File: config.mk
export PLATFORM = sky130hd
export DESIGN_NAME = montgomery_seq_ctrl
export DESIGN_NICKNAME = d
export VERILOG_FILES = /design/src/rtl/montgomery_seq_ctrl.sv
export SDC_FILE = /design/constraint.sdc
export NUM_CORES = 1
export LEC_CHECK = 0
export CORE_MARGIN = 10
export CORE_UTILIZATION = 45
export CTS_BUF_LIST = sky130_fd_sc_hd__clkbuf_8
export DETAILED_ROUTE_END_ITERATION = 16
export PLACE_DENSITY = 0.67
export RECOVER_POWER = 100
export SYNTH_ARGS = -nofsm -noshare
export SYNTH_HDL_FRONTEND = slang
export SYNTH_SLANG_ARGS = --single-unit
File: constraint.sdc
create_clock -name clk -period 4.6 [get_ports clk]
set_clock_uncertainty 0.05 [all_clocks]
set_input_delay 0.92 -clock clk [delete_from_list [all_inputs] [get_ports clk]]
set_output_delay 0.92 -clock clk [all_outputs]
set_load 0.01 [all_outputs]
File: src/rtl/montgomery_seq_ctrl.sv
// Bit-serial 8-bit Montgomery multiplier C = A*B*2^-8 mod N; MONT_MODCHK_EN adds the even/small-modulus trap.
// Latency: done 10 cycles after an accepted start (2 on trapped modulus); no backpressure, start only sampled in IDLE.
module montgomery_seq_ctrl (
    input  logic       clk,
    input  logic       rst,
    input  logic       start,
    input  logic [7:0] a,
    input  logic [7:0] b,
    input  logic [7:0] n,
    output logic       busy,
    output logic       done,
    output logic [7:0] c,
    output logic       err
);

    typedef enum logic [1:0] {IDLE, ITER, FINAL, DONE} state_t;

    state_t     state;
    logic [7:0] a_q;
    logic [7:0] b_q;
    logic [7:0] n_q;
    logic [9:0] s_q;
    logic [2:0] cnt;

    logic [9:0] t;
    logic [9:0] u;
    logic [9:0] s_next;
    logic       mod_bad;

    // One radix-2 Montgomery step; a_q is shifted so bit 0 is always the current digit.
    always_comb begin
        t      = s_q + (a_q[0] ? {2'b00, b_q} : 10'd0);
        u      = t + (t[0] ? {2'b00, n_q} : 10'd0);
        s_next = {1'b0, u[9:1]};
    end

`ifdef MONT_MODCHK_EN
    always_comb begin
        mod_bad = ~n[0] | (n < 8'd3);
    end
`else
    always_comb begin
        mod_bad = 1'b0;
    end
`endif

    always_ff @(posedge clk) begin
        if (rst) begin
            state <= IDLE;
            a_q   <= 8'd0;
            b_q   <= 8'd0;
            n_q   <= 8'd0;
            s_q   <= 10'd0;
            cnt   <= 3'd0;
            busy  <= 1'b0;
            done  <= 1'b0;
            c     <= 8'd0;
            err   <= 1'b0;
        end else begin
            done <= 1'b0;
            case (state)
                IDLE: begin
                    if (start) begin
                        a_q <= a;
                        b_q <= b;
                        n_q <= n;
                        s_q <= 10'd0;
                        err <= 1'b0;
                        if (mod_bad) begin
                            // cnt=1 makes DONE wait one extra cycle before pulsing
                            cnt   <= 3'd1;
                            c     <= 8'd0;
                            err   <= 1'b1;
                            state <= DONE;
                        end else begin
                            cnt   <= 3'd0;
                            busy  <= 1'b1;
                            state <= ITER;
                        end
                    end
                end
                ITER: begin
                    s_q <= s_next;
                    a_q <= {1'b0, a_q[7:1]};
                    cnt <= cnt + 3'd1;
                    if (cnt == 3'd7) begin
                        state <= FINAL;
                    end
                end
                FINAL: begin
                    c     <= (s_q >= {2'b00, n_q}) ? (s_q[7:0] - n_q) : s_q[7:0];
                    busy  <= 1'b0;
                    state <= DONE;
                end
                DONE: begin
                    if (cnt != 3'd0) begin
                        cnt <= 3'd0;
                    end else begin
                        done  <= 1'b1;
                        state <= IDLE;
                    end
                end
                default: state <= IDLE;
            endcase
        end
    end

endmodule

==> metrics.md <==
| Metric | Value |
|---|---|
| Clock sink count | `48` |
| Most common flop cell mapped by yosys | `dfxtp_1` |
| Area of the die | `0.0108 mm^2` |
| Routed length on met3 | `417 um` |
| Met2 routed WL | `3360 um` |
| Final Hold Violating Endpoints | `0` |
| Total of buffers placed on input and output ports | `36` |
| CTS Root Buffer Type | `clkbuf_8` |
| Drt drc | `0` |
| Detailed Routing Iterations Pass 1 | `4` |
| Wire length after detailed routing | `7320 um` |
| Data arrival, critical path | `3.34 ns` |
| Initial core utilization | `46.4%` |
| Pins Over Slew Limit | `53` |
| Placer congestion estimate | `0.870` |
| Worst Path Class, Setup | `reg -> reg` |
| Kind of start point of the critical path | `register` |
| Total power | `1.60 mW` |
| Area Overhead vs Synth | `16.1%` |
| Worst Setup End Kind | `register` |
| Pre-CTS WS | `1.45 ns` |
| Most common cell after layout, fill and taps aside | `dfxtp_1` |
| Bufs on Longest Clock Path | `2` |
| Worst-margin pin slew | `2.29 ns` |
| Sum of negative setup slack | `0 ns` |
| Upper clock frequency limit | `314 MHz` |
| GR Overflow Total | `0` |
| Count of pins on the block boundary | `38` |
| Ratio of cells with drive above 1 in the final layout | `2.86%` |
| Biggest fanout along the worst timing path | `9` |
| Number of CTS-inserted buffers | `5` |
| Ys Warns | `0` |
| Time the final worst path needs with I/O delays and setup | `3.19 ns` |
| Proportion of synthesized chip area in sequential cells | `30.3%` |
| Post-route cell area | `0.00368 mm^2` |
| Hold Worst Slack | `0.405 ns` |
| Power per cell area | `436 mW/mm^2` |
| Number of vias in the routed layout | `2740` |
| Setup repair after global routing missed its margin | `no` |
| Number of synthesized register bits | `48` |
| Final ANT Viol Nets | `0` |
| Number of synthesized flops with an enable pin | `0` |
| Max Cap Violations | `1` |
| Count of mapped cells out of synthesis | `392` |
| Core region area | `0.00683 mm^2` |
| Share of the clock period used by the worst path after layout | `69.3%` |
| H-tree depth | `2` |
| Routed vias/inst | `5.31` |
| Netlist area before placement | `0.00317 mm^2` |
| Result of the run | `finished, violations left` |
| Proportion of register bits with asynchronous set or reset after synthesis | `0%` |
| Headroom to the max-slew limit | `-52.8%` |
| Count of non-filler cells in the finished layout | `516` |
| Number of global-route vias before repair | `2678` |
| Peak VDD IR | `0.160 mV` |
| Number of standard-cell rows in the floorplan | `30` |
| Final-report setup violation count | `0` |
| Leakage power figure | `1.52 nW` |
| Post-layout util | `53.9%` |
| Total nets after synthesis | `453` |
| Final HPWL from detailed placement | `5620 um` |
| Drt first-iter violations | `80` |
| Class of the worst hold path | `reg -> reg` |
| Mean instance size in the synthesized netlist | `8.08 um^2` |
| Placed insts | `508` |
| Clock latency reported for the late side of the worst-skew pair | `0.31 ns` |
| Diode insertion count for antenna repair | `0` |
| Global-route usage over all layers | `13.5%` |
| Count of distinct cell types in the synthesized netlist | `51` |
| Post-CTS Setup Inserts | `0` |
| Clock-pin slew reported for the worst setup and hold paths after clock tree synthesis | `0.10 ns` |
| Die height | `104 um` |
| Largest net degree at the start of global routing | `53` |
| Top library cells by usage in the layout, fill and taps aside | `dfxtp_1 (48), nand2_1 (44), nor2_1 (41), a21oi_1 (40), ha_1 (31)` |
| Hold-fix buffers, CTS | `0` |
| Area of placed instances | `0.00357 mm^2` |
| Uppermost routed layer | `met4` |
| Hold Path Cell Cnt | `2` |
| Final setup slack of the worst path | `1.41 ns` |
| Initial antenna violation count | `0` |
| Die width | `104 um` |
| Cell depth of the worst flop-to-flop path | `15` |
| Number of gates given a new drive strength after cts | `0` |
| Required time at the worst-slack endpoint | `4.75 ns` |
| Failing checks | `max-capacitance violations, max-slew violations` |
| WL/cell | `14.2 um` |
| Fillers | `700` |
| Wire length on met1 | `3480 um` |
| Clock tree from TritonCTS | `built` |
| Nets | `480` |
| First-pass GRT wire length | `12400 um` |
-- cell families after synthesis --
family                     count (synthesis)  synth area share (%)
AOI/OAI and AO/OA                         95                  19.0
xor gates and xnor gates                  15                  4.38
adders and majority gates                 34                  14.1
buffers and inverters                     35                  4.50
DFF                                       48                  30.3
muxes                                     13                  4.18
other                                      1                 0.118
and+or+nand+nor                          151                  23.3
-- sequential cells by signal, indices dropped and copies added, names as in the netlist --
name,count
cnt,3
c,8
done,1
s_q,9
b_q,8
a_q,8
busy,1
state,2
n_q,8
-- Yosys cell counts (7+ instances only) --
cell type | number | share of area [%]
nand2_1 | 44 | 5.2
dfxtp_1 | 48 | 30
nor3_1 | 7 | 1.1
nor2_1 | 41 | 4.9
o21ai_1 | 7 | 1.1
and2_1 | 17 | 3.4
clkbuf_1 | 12 | 1.4
a211oi_1 | 13 | 3.1
mux2i_1 | 11 | 3.5
xnor2_1 | 10 | 2.8
ha_1 | 31 | 12
inv_1 | 19 | 2.3
a21oi_1 | 40 | 6.3
nand2b_1 | 10 | 2.0
-- where the power goes --
part	switching (mW)	leakage [nW]	internal, mW
registers	0.0571	0.392	0.503
logic	0.422	1.08	0.301
clock network	0.156	0.0548	0.164
total	0.635	1.52	0.968
-- worst max-delay path: stages, from the launching register on --
cell and delay (ns):
dfxtp_1 0.44, and2_0 0.16, ha_1 0.18, inv_1 0.07
fa_1 0.40, and2b_1 0.23, o2111ai_1 0.15, nand3b_1 0.13
xor2_1 0.15, ha_1 0.29, a21oi_1 0.18, o22ai_1 0.10
a21oi_1 0.23, nor4bb_1 0.09, mux2i_1 0.14, nand3_1 0.09
-- path summary, 6_finish.rpt --
| kind | to | startpoint | slack [ns] |
|---|---|---|---|
| worst max-delay path | s_q[8]$_SDFFE_PP0P_ | a_q[0]$_SDFFE_PP0P_ | 1.41 |
| worst min-delay path | b_q[3]$_SDFFE_PP0P_ | b_q[3]$_SDFFE_PP0P_ | 0.40 |
| worst max register to register | s_q[8]$_SDFFE_PP0P_ | a_q[0]$_SDFFE_PP0P_ | 1.41 |
| worst min register to register | b_q[3]$_SDFFE_PP0P_ | b_q[3]$_SDFFE_PP0P_ | 0.40 |
-- cell type report --
type,count,area (um^2),share of cell area (%)
clock inverter,3,46.3,1.26
multi-input combinational,309,2060,55.9
timing repair buffer,36,354,9.62
sequential,48,961,26.1
inverter,19,71.3,1.94
clock buffer,5,68.8,1.87
tap,96,120,3.26
-- layer usage --
layer / global-route usage, % / vias up
met2: 22.8 / 69
met1: 17.0 / 1246
li1: - / 1420
met4: 3.58 / 0
met5: 0 / -
met3: 2.85 / 5
(Power assumes the default switching activity.)
